## src/rtl/ofs_fim_pcie_pkg.sv

```systemverilog
// ---------------------------------------------------------------------------
// ofs_fim_pcie_pkg
// Shared types for the PCIe FLR sequencer slice.
//   t_flr_func      : identity of one PCIe function {vf_active, vf, pf}
//   t_flr_seq_state : FLR sequencer FSM states
//   sat_inc8        : 8-bit saturating increment helper
// ---------------------------------------------------------------------------
package ofs_fim_pcie_pkg;

    localparam int FLR_PF_W = 3;
    localparam int FLR_VF_W = 11;

    typedef struct packed {
        logic                vf_active;
        logic [FLR_VF_W-1:0] vf;
        logic [FLR_PF_W-1:0] pf;
    } t_flr_func;

    typedef enum logic [1:0] {
        FLR_IDLE   = 2'd0,
        FLR_ASSERT = 2'd1,
        FLR_RSP    = 2'd2
    } t_flr_seq_state;

    function automatic logic [7:0] sat_inc8(input logic [7:0] v);
        return (v == 8'hFF) ? v : v + 8'd1;
    endfunction

endpackage

```

## src/rtl/pcie_flr_req_fifo.sv

```systemverilog
// ---------------------------------------------------------------------------
// pcie_flr_req_fifo
// Show-ahead synchronous FIFO of pending FLR targets.
//   clk, rst_n : clock, synchronous active-low reset
//   push, din  : write strobe and entry (ignored when full unless popping)
//   pop        : consume head entry (ignored when empty)
//   dout       : current head entry, valid whenever empty=0
//   full/empty : occupancy flags
// ---------------------------------------------------------------------------
module pcie_flr_req_fifo
    import ofs_fim_pcie_pkg::*;
#(
    parameter int DEPTH = 8
) (
    input  logic      clk,
    input  logic      rst_n,
    input  logic      push,
    input  t_flr_func din,
    input  logic      pop,
    output t_flr_func dout,
    output logic      full,
    output logic      empty
);

    localparam int AW = $clog2(DEPTH);

    t_flr_func       mem_q [DEPTH];
    t_flr_func       mem_d [DEPTH];
    logic [AW-1:0]   wr_ptr_q, wr_ptr_d;
    logic [AW-1:0]   rd_ptr_q, rd_ptr_d;
    logic [AW:0]     count_q, count_d;
    logic            push_ok_s, pop_ok_s;

    assign full  = (count_q == (AW+1)'(DEPTH));
    assign empty = (count_q == (AW+1)'(0));
    assign dout  = mem_q[rd_ptr_q];

    // Next-state: a pop in the same cycle frees a slot, so a push while full is still accepted.
    always_comb begin
        mem_d     = mem_q;
        wr_ptr_d  = wr_ptr_q;
        rd_ptr_d  = rd_ptr_q;
        pop_ok_s  = pop && !empty;
        push_ok_s = push && (!full || pop_ok_s);
        if (push_ok_s) begin
            mem_d[wr_ptr_q] = din;
            wr_ptr_d        = wr_ptr_q + AW'(1);
        end else begin
            wr_ptr_d = wr_ptr_q;
        end
        if (pop_ok_s) begin
            rd_ptr_d = rd_ptr_q + AW'(1);
        end else begin
            rd_ptr_d = rd_ptr_q;
        end
        case ({push_ok_s, pop_ok_s})
            2'b10:   count_d = count_q + (AW+1)'(1);
            2'b01:   count_d = count_q - (AW+1)'(1);
            default: count_d = count_q;
        endcase
    end

    // Storage and pointer registers.
    always_ff @(posedge clk) begin
        if (!rst_n) begin
            for (int i = 0; i < DEPTH; i++) begin
                mem_q[i] <= '0;
            end
            wr_ptr_q <= '0;
            rd_ptr_q <= '0;
            count_q  <= '0;
        end else begin
            mem_q    <= mem_d;
            wr_ptr_q <= wr_ptr_d;
            rd_ptr_q <= rd_ptr_d;
            count_q  <= count_d;
        end
    end

endmodule

```

## src/rtl/pcie_flr_sequencer.sv

```systemverilog
// ---------------------------------------------------------------------------
// pcie_flr_sequencer
// Serialises PCIe FLR requests into one-at-a-time reset handshakes with the
// function reset fabric and returns one completion per request, in order.
//   csr_clk, csr_rst_n        : clock, synchronous active-low reset
//   flr_req_*                 : one-cycle FLR request strobe + target
//   flr_rsp_*                 : one-cycle completion strobe + echoed target
//   func_rst_req/_pf/_vf/_vf_active : level reset request + stable target
//   func_rst_ack              : target quiesced (only meaningful while req=1)
//   q_overflow                : sticky, a request was dropped (queue full)
//   timeout_cnt               : saturating count of forced completions
//   busy                      : request in flight or queued
// ---------------------------------------------------------------------------
module pcie_flr_sequencer
    import ofs_fim_pcie_pkg::*;
#(
    parameter int QDEPTH      = 8,
    parameter int HOLD_CYC    = 16,
    parameter int TIMEOUT_CYC = 4096,
    parameter int PF_W        = FLR_PF_W,
    parameter int VF_W        = FLR_VF_W
) (
    input  logic            csr_clk,
    input  logic            csr_rst_n,
    input  logic            flr_req_valid,
    input  logic [PF_W-1:0] flr_req_pf,
    input  logic [VF_W-1:0] flr_req_vf,
    input  logic            flr_req_vf_active,
    output logic            flr_rsp_valid,
    output logic [PF_W-1:0] flr_rsp_pf,
    output logic [VF_W-1:0] flr_rsp_vf,
    output logic            flr_rsp_vf_active,
    output logic            func_rst_req,
    output logic [PF_W-1:0] func_rst_pf,
    output logic [VF_W-1:0] func_rst_vf,
    output logic            func_rst_vf_active,
    input  logic            func_rst_ack,
    output logic            q_overflow,
    output logic [7:0]      timeout_cnt,
    output logic            busy
);

    localparam int CNT_W = $clog2(TIMEOUT_CYC);

    t_flr_seq_state  state_q, state_d;
    t_flr_func       tgt_q, tgt_d;
    logic [CNT_W-1:0] cnt_q, cnt_d;
    logic            ack_seen_q, ack_seen_d;
    logic            func_rst_req_q, func_rst_req_d;
    logic            rsp_valid_q, rsp_valid_d;
    logic            q_overflow_q, q_overflow_d;
    logic [7:0]      timeout_cnt_q, timeout_cnt_d;

    t_flr_func       req_func_s;
    t_flr_func       head_s;
    logic            fifo_full_s, fifo_empty_s, fifo_pop_s;
    logic            ack_hit_s;

    assign req_func_s.pf        = flr_req_pf;
    assign req_func_s.vf        = flr_req_vf;
    assign req_func_s.vf_active = flr_req_vf_active;

    // Head is consumed in the IDLE cycle; the target register loads it on the same edge.
    assign fifo_pop_s = (state_q == FLR_IDLE) && !fifo_empty_s;

    pcie_flr_req_fifo #(
        .DEPTH (QDEPTH)
    ) u_req_fifo (
        .clk   (csr_clk),
        .rst_n (csr_rst_n),
        .push  (flr_req_valid),
        .din   (req_func_s),
        .pop   (fifo_pop_s),
        .dout  (head_s),
        .full  (fifo_full_s),
        .empty (fifo_empty_s)
    );

    // FSM next-state, hold/timeout counting and statistics.
    always_comb begin
        state_d        = state_q;
        tgt_d          = tgt_q;
        cnt_d          = cnt_q;
        ack_seen_d     = ack_seen_q;
        func_rst_req_d = func_rst_req_q;
        rsp_valid_d    = 1'b0;
        timeout_cnt_d  = timeout_cnt_q;
        // An early ack is remembered so the exit can wait for the hold time.
        ack_hit_s      = func_rst_ack || ack_seen_q;
        q_overflow_d   = q_overflow_q | (flr_req_valid && fifo_full_s && !fifo_pop_s);

        case (state_q)
            FLR_IDLE: begin
                if (!fifo_empty_s) begin
                    tgt_d          = head_s;
                    cnt_d          = '0;
                    ack_seen_d     = 1'b0;
                    func_rst_req_d = 1'b1;
                    state_d        = FLR_ASSERT;
                end else begin
                    state_d = FLR_IDLE;
                end
            end
            FLR_ASSERT: begin
                cnt_d      = cnt_q + CNT_W'(1);
                ack_seen_d = ack_hit_s;
                if (ack_hit_s && (cnt_q >= CNT_W'(HOLD_CYC - 1))) begin
                    func_rst_req_d = 1'b0;
                    rsp_valid_d    = 1'b1;
                    state_d        = FLR_RSP;
                end else if (cnt_q == CNT_W'(TIMEOUT_CYC - 1)) begin
                    timeout_cnt_d  = sat_inc8(timeout_cnt_q);
                    func_rst_req_d = 1'b0;
                    rsp_valid_d    = 1'b1;
                    state_d        = FLR_RSP;
                end else begin
                    state_d = FLR_ASSERT;
                end
            end
            FLR_RSP: begin
                func_rst_req_d = 1'b0;
                state_d        = FLR_IDLE;
            end
            default: begin
                func_rst_req_d = 1'b0;
                state_d        = FLR_IDLE;
            end
        endcase
    end

    // FSM and output registers.
    always_ff @(posedge csr_clk) begin
        if (!csr_rst_n) begin
            state_q        <= FLR_IDLE;
            tgt_q          <= '0;
            cnt_q          <= '0;
            ack_seen_q     <= 1'b0;
            func_rst_req_q <= 1'b0;
            rsp_valid_q    <= 1'b0;
            q_overflow_q   <= 1'b0;
            timeout_cnt_q  <= 8'd0;
        end else begin
            state_q        <= state_d;
            tgt_q          <= tgt_d;
            cnt_q          <= cnt_d;
            ack_seen_q     <= ack_seen_d;
            func_rst_req_q <= func_rst_req_d;
            rsp_valid_q    <= rsp_valid_d;
            q_overflow_q   <= q_overflow_d;
            timeout_cnt_q  <= timeout_cnt_d;
        end
    end

    // Target register only changes in IDLE, so it is stable through ASSERT and RSP.
    assign func_rst_req       = func_rst_req_q;
    assign func_rst_pf        = tgt_q.pf;
    assign func_rst_vf        = tgt_q.vf;
    assign func_rst_vf_active = tgt_q.vf_active;
    assign flr_rsp_valid      = rsp_valid_q;
    assign flr_rsp_pf         = tgt_q.pf;
    assign flr_rsp_vf         = tgt_q.vf;
    assign flr_rsp_vf_active  = tgt_q.vf_active;
    assign q_overflow         = q_overflow_q;
    assign timeout_cnt        = timeout_cnt_q;
    assign busy               = (state_q != FLR_IDLE) || !fifo_empty_s;

endmodule

```

## config.mk

```make
export PLATFORM = sky130hd
export DESIGN_NAME = pcie_flr_sequencer
export DESIGN_NICKNAME = d
export VERILOG_FILES = /design/src/rtl/ofs_fim_pcie_pkg.sv /design/src/rtl/pcie_flr_req_fifo.sv /design/src/rtl/pcie_flr_sequencer.sv
export SDC_FILE = /design/constraint.sdc
export NUM_CORES = 1
export LEC_CHECK = 0
export ABC_AREA = 1
export CAP_MARGIN = 30
export CORE_UTILIZATION = 40
export DETAILED_ROUTE_END_ITERATION = 10
export PLACE_DENSITY = 0.62
export SLEW_MARGIN = 20
export SYNTH_ARGS = -nofsm -noshare
export SYNTH_HDL_FRONTEND = slang
export SYNTH_SLANG_ARGS = --single-unit
```

## constraint.sdc

```tcl
create_clock -name csr_clk -period 6.7 [get_ports csr_clk]
set_clock_uncertainty 0.2 [all_clocks]
set_input_delay 1.005 -clock csr_clk [delete_from_list [all_inputs] [get_ports csr_clk]]
set_output_delay 1.005 -clock csr_clk [all_outputs]
set_load 0.02 [all_outputs]
```

## After elaboration in Yosys (flattened, before gate mapping)

Index checks and enable logic that the tools add are counted.

- Output and inout bits: 42
- Register bits after elaboration: 171
- Logic and storage cells: 105

- Reduce and logical (&&, ||, !) cells: 23
- Add/subtract/negate cells: 6
- Mux-type cells: 21
- Magnitude comparators: 4
- Bitwise gates (word level): 6
- Eq/ne operators: 8

Operator list:

| operator | number |
|---|---|
| bitwise mux 120 bit | 1 |
| binary-select mux 15 bit (select 3 bit) | 1 |
| demux 15 bit (select 3 bit) | 1 |
| 2-to-1 mux 15 bit | 3 |
| case mux 12 bit (2 select lines) | 1 |
| adder 12 x 1 -> 12 bit (second input constant) | 1 |
| == test 12 bit (second input constant) | 1 |
| greater-or-equal comparator 12 x 4 -> 1 bit (second input constant) | 1 |
| 2-to-1 mux 12 bit | 1 |
| adder 8 x 1 -> 8 bit (second input constant) | 1 |
| == test 8 bit (second input constant) | 1 |
| greater-or-equal comparator 4 bit (second input constant) | 2 |
| inverter 3 -> 4 bit | 2 |
| case mux 4 bit (2 select lines) | 1 |
| AND reduction 2 bit | 4 |
| logical AND 1 bit | 7 |
| 2-to-1 mux 1 bit | 7 |
| adder 3 x 1 -> 3 bit (second input constant) | 2 |
| nonzero test 2 bit | 3 |
| adder 4 x 1 -> 4 bit (second input constant) | 1 |
| == test 2 x 1 -> 1 bit (second input constant) | 2 |
| == test 4 bit (second input constant) | 1 |
| logical NOT 4 bit | 1 |
| less-than comparator 4 x 1 -> 1 bit (second input constant) | 1 |
| other kinds (13) | 21 |

## Logic depth before layout (Yosys ltp)

- Depth in word-level cells: 8
- Gate-level depth with buffers: 15

## By module

Synthesis repeated with hierarchy kept, for this count alone.

- Cell total of the unflattened synthesis: 1,338
- Area total of the unflattened synthesis: 9,022.4 µm²

By module, submodules not included:

| module | cells each | times used | sequential area each (µm²) | area an instance (µm²) |
|---|---|---|---|---|
| pcie_flr_req_fifo | 1,061 | 1 | 2,602.5 | 6,980.4 |
| pcie_flr_sequencer | 277 | 1 | 820.8 | 2,042.0 |

## Least setup slack after synthesis

No wires, ideal clock.

- Path kind: input -> register
- From: input port flr_req_valid
- To: register u_req_fifo.count_q[2]
- Stages on the path: 8
- Data arrival time: 2.001 ns
- Path buffers: 0
- Slack: 4.384 ns
- Cell sequence: nand2_4 ha_1 xor2_1 ha_1 a21oi_1 xnor2_1 o21ai_0 inv_1

- Longest elaborated chain between the ends: 3
- Elaborated cells between the ends (all ways): 5
- Classes of those cells: 2 x eq/ne; 1 x mux; 2 x reduce/logical

RTL lines:

| element | line | text |
|---|---|---|
| start: declaration | pcie_flr_sequencer.sv:25 | `input logic flr_req_valid,` |
| logical AND 1 bit (*) | pcie_flr_req_fifo.sv:44 | `push_ok_s = push && (!full \|\| pop_ok_s);` |
| == test 2 x 1 -> 1 bit / == test 2 bit (equally long branches) | pcie_flr_req_fifo.sv:56 | `case ({push_ok_s, pop_ok_s})` |
| case mux 4 bit (2 select lines) / nonzero test 2 bit (equally long branches) | - |  |
| end signal: assignment | pcie_flr_req_fifo.sv:76 | `count_q <= count_d;` |
| end: declaration | pcie_flr_req_fifo.sv:31 | `logic [AW:0] count_q, count_d;` |

Mark *: on every way between the ends. The rest lies on a longest branch, timed or not.
A chain may end at the register's enable or synchronous reset.

## Worst setup path in the final report

- From: register u_req_fifo.rd_ptr_q[0]
- To: register tgt_q, in the netlist flr_rsp_pf[1]

- Longest elaborated chain between the ends: 4

RTL lines:

| element | line | text |
|---|---|---|
| start: declaration | pcie_flr_req_fifo.sv:30 | `logic [AW-1:0] rd_ptr_q, rd_ptr_d;` |
| start signal: assignment | pcie_flr_req_fifo.sv:75 | `rd_ptr_q <= rd_ptr_d;` |
| inverter 3 -> 4 bit (not written as such) | pcie_flr_req_fifo.sv:36 | `assign dout = mem_q[rd_ptr_q];` |
| binary-select mux 15 bit (select 3 bit) | pcie_flr_req_fifo.sv:36 |  |
| 2-to-1 mux 15 bit (not written as such) (2 in a row) | pcie_flr_req_fifo.sv:36 |  |
| end signal: assignment | pcie_flr_sequencer.sv:144 | `tgt_q <= tgt_d;` |
| end: declaration | pcie_flr_sequencer.sv:46 | `t_flr_func tgt_q, tgt_d;` |

No other way between the ends. The select of a mux whose other input is x is not followed.

==> run summary <==
DR vias/cell: 5.43
RSZ-0062 raised after global routing: false
Crit path largest cell delay: 0.91 ns
Vias in the first global route: 6706
Mux contribution to synthesized area: 0
Post_cts resized: 0
I/O pin count: 61
Area of the multi-input gates: 0.00381 sq mm
Setup TNS: 0 ns
Yosys top cell by area: dfxtp_1
WP buf/inv: 3
CP Cell Sequence: buf_4 > clkinv_1 > buf_4 > o21ai_0 > nand3_1 > nand3_1 > a21oi_1
Core Area: 0.0195 sq mm
Highest-delay cell along the critical path: clkinv_1
Root Driver: clkbuf_16
Residual DRC: 0
Worst-case clock buffer depth: 2
Pleak: 3.15 nW
CTS tree: yes
Slew Limit Headroom: 0.352
Netlist cell types: 34
Yosys top cell area share: 0.428
Leading cell types by count after synthesis: nand2_1, dfxtp_1, nand3_1
Outcome: finished, final reports clean
Detailed Route Iter0 Violations: 724
Placed cell areas: 0.00840 sq mm
Crit-path leading delay family: buffers and inverters
Post-CTS setup buffer count: 0
Count leader, synth: nand2_1
DR WL/cell: 16.6 um
Clock transition at path regs: 0.07 ns
Prevailing post-synth register cell: dfxtp_1
Post-synth EDFFs: 0
F_max: 297 MHz
Gpl congestion: 0.787
Cts bufs inserted: 17
Crit Path Category: reg -> reg
Critical path required time: 6.80 ns
Synth area leaders: dfxtp_1, nand3_1, nand2_1, a21oi_1, nor2_1
Initial antenna violation count: 0
Mapped Nets: 1130
Pin count of the biggest net entering global routing: 98
Crit path time final: 3.36 ns
VDD IR max: 200 uV
Buffers on Ports: 60
Dpl hpwl: 13100 um
Final instance area: 0.00901 sq mm
Seq/Total Area, Yosys: 0.428
H-tree depth: 4
Final ANT Viol Nets: 0
Max_cap viols: 0
Post-Syn Instances: 1104
Final wirelength: 22700 um
Global-route wire length before repair: 36200 um
Total of warnings raised by yosys: 0
Vias: 7423
Hold_buf cts: 0
Hold Path Class: reg -> reg
Post-synth ARST share: 0
Diode count: 0
Fillers: 1985
Rows: 51
Die Wd: 143 um
Grt ovf: 0
Mapped Avg Cell Area: 7.25 sq um
Slew Viols, Final: 0
Clock sinks: 171
Startpoint type of the worst setup path: register
Area share of xor/xnor cells in the synthesized design: 0.00328
# nets final: 1116
Total track usage: 0.229
Die Y: 143 um
PD cells: 355 mW/mm^2
Simple-Gate Fraction of Synth Area: 0.290
Actual slew at the worst max-slew pin: 0.970 ns
Adder-Cell Fraction of Synth Area: 0.0109
Register Area: 0.00342 sq mm
CP endpoint kind: register
Largest family of logic cells by synthesized area: simple AND/OR/NAND/NOR gates
Fraction of layout cells with a size suffix above 1: 0.0635
Synth Register Bits: 171
Area grow syn2layout: 12.7%
Worst R2R Setup Slack: 3.34 ns
Worst Path Arrival: 3.46 ns
Crit Path Max Fanout: 62
DRT Pass-1 Iters: 5
Complex-gate fraction of the synthesized area: 0.172
Final critical-path share of the clock period: 0.502
Clock latency on the worst-skew pair: 0.43 ns
Mapped Area: 0.00800 sq mm
Die area: 0.0206 sq mm
Setup violators final: 0
Final hold violations: 0
Initial Util: 0.410
==> layout make-up <==
| class | instances | share of cell area |
|---|---|---|
| Tap cell | 265 | 0.0368 |
| Sequential cell | 171 | 0.380 |
| Clock buffer | 25 | 0.0561 |
| Clock inverter | 6 | 0.00680 |
| Inverter | 42 | 0.0180 |
| Multi-Input combinational cell | 786 | 0.423 |
| Timing Repair Buffer | 72 | 0.0793 |
==> where the power goes <==
part           switching [mW]  total, mW  internal (mW)
logic                   0.725       1.08          0.352
clock network           0.404      0.962          0.558
registers              0.0638       1.16           1.10
total                    1.19       3.20           2.01
==> sequential cells by signal, summed over array words and instances, names as in the netlist <==
name	flops
u_req_fifo.mem_q	120
u_req_fifo.count_q	4
func_rst_req	1
flr_rsp_vf	11
flr_rsp_pf	3
q_overflow	1
flr_rsp_valid	1
ack_seen_q	1
u_req_fifo.wr_ptr_q	3
timeout_cnt	8
u_req_fifo.rd_ptr_q	3
cnt_q	12
flr_rsp_vf_active	1
state_q	2
==> cell usage in the layout, fill, tap and decap left out, types with 2 or more instances in the layout <==
master,n
a21oi_1,150
buf_4,10
clkbuf_1,3
clkbuf_16,17
clkbuf_8,5
clkdlybuf4s50_1,60
clkinv_2,3
dfxtp_1,170
ha_1,7
inv_1,36
inv_2,3
inv_4,2
nand2_1,206
nand2_2,2
nand2_4,8
nand3_1,158
nand4_1,5
nor2_1,116
nor2_2,5
nor2_4,6
nor3_1,7
o211ai_1,16
o21ai_0,78
o221ai_1,10
xor2_1,2
==> path summary, 6_finish.rpt <==
kind / startpoint / cells past startpoint / to
setup / recovery: u_req_fifo.rd_ptr_q[0] / 7 / flr_rsp_pf[1]
hold / removal: u_req_fifo.mem_q[30] / 2 / u_req_fifo.mem_q[30]
setup reg to reg: u_req_fifo.rd_ptr_q[0] / 7 / flr_rsp_pf[1]
hold reg to reg: u_req_fifo.mem_q[30] / 2 / u_req_fifo.mem_q[30]
==> worst register-to-register path, cell delays in order (launching register included) <==
cell and delay (ns):
dfxtp_2 0.31, buf_4 0.56, clkinv_1 0.93, buf_4 0.54
o21ai_0 0.20, nand3_1 0.23, nand3_1 0.18, a21oi_1 0.07
==> logic make-up (layout without fill, tap and decap cells) <==
| family | Yosys count | in the layout |
|---|---|---|
| buf+inv | 147 | 145 |
| fa+ha+maj | 7 | 7 |
| flops | 171 | 171 |
| xor+xnor | 3 | 3 |
| compound gates | 258 | 258 |
| simple gates | 518 | 518 |
==> per-stage QoR <==
stage               worst slack [ns]  power [mW]  hold slack [ns]  instances   util
global route                    3.10        3.39            0.270       1367  0.462
detailed placement              2.96        2.25            0.250       1333  0.430
finish                          3.34        3.20            0.260       1367  0.462
floorplan                       4.38        1.92            0.236       1104      -
CTS                             3.40        3.20            0.260       1364  0.459
global placement                2.99        2.24            0.245       1332  0.430
==> layer usage <==
metal | routed length [um] | track usage | vias to the layer above
met2 | 10500 | 0.360 | 248
met4 | 450 | 0.0885 | 0
met1 | 10200 | 0.307 | 3473
met3 | 1560 | 0.0460 | 34
met5 | 0 | 0 | -
li1 | - | - | 3668
Note: power is estimated with default switching activity, not from simulation.
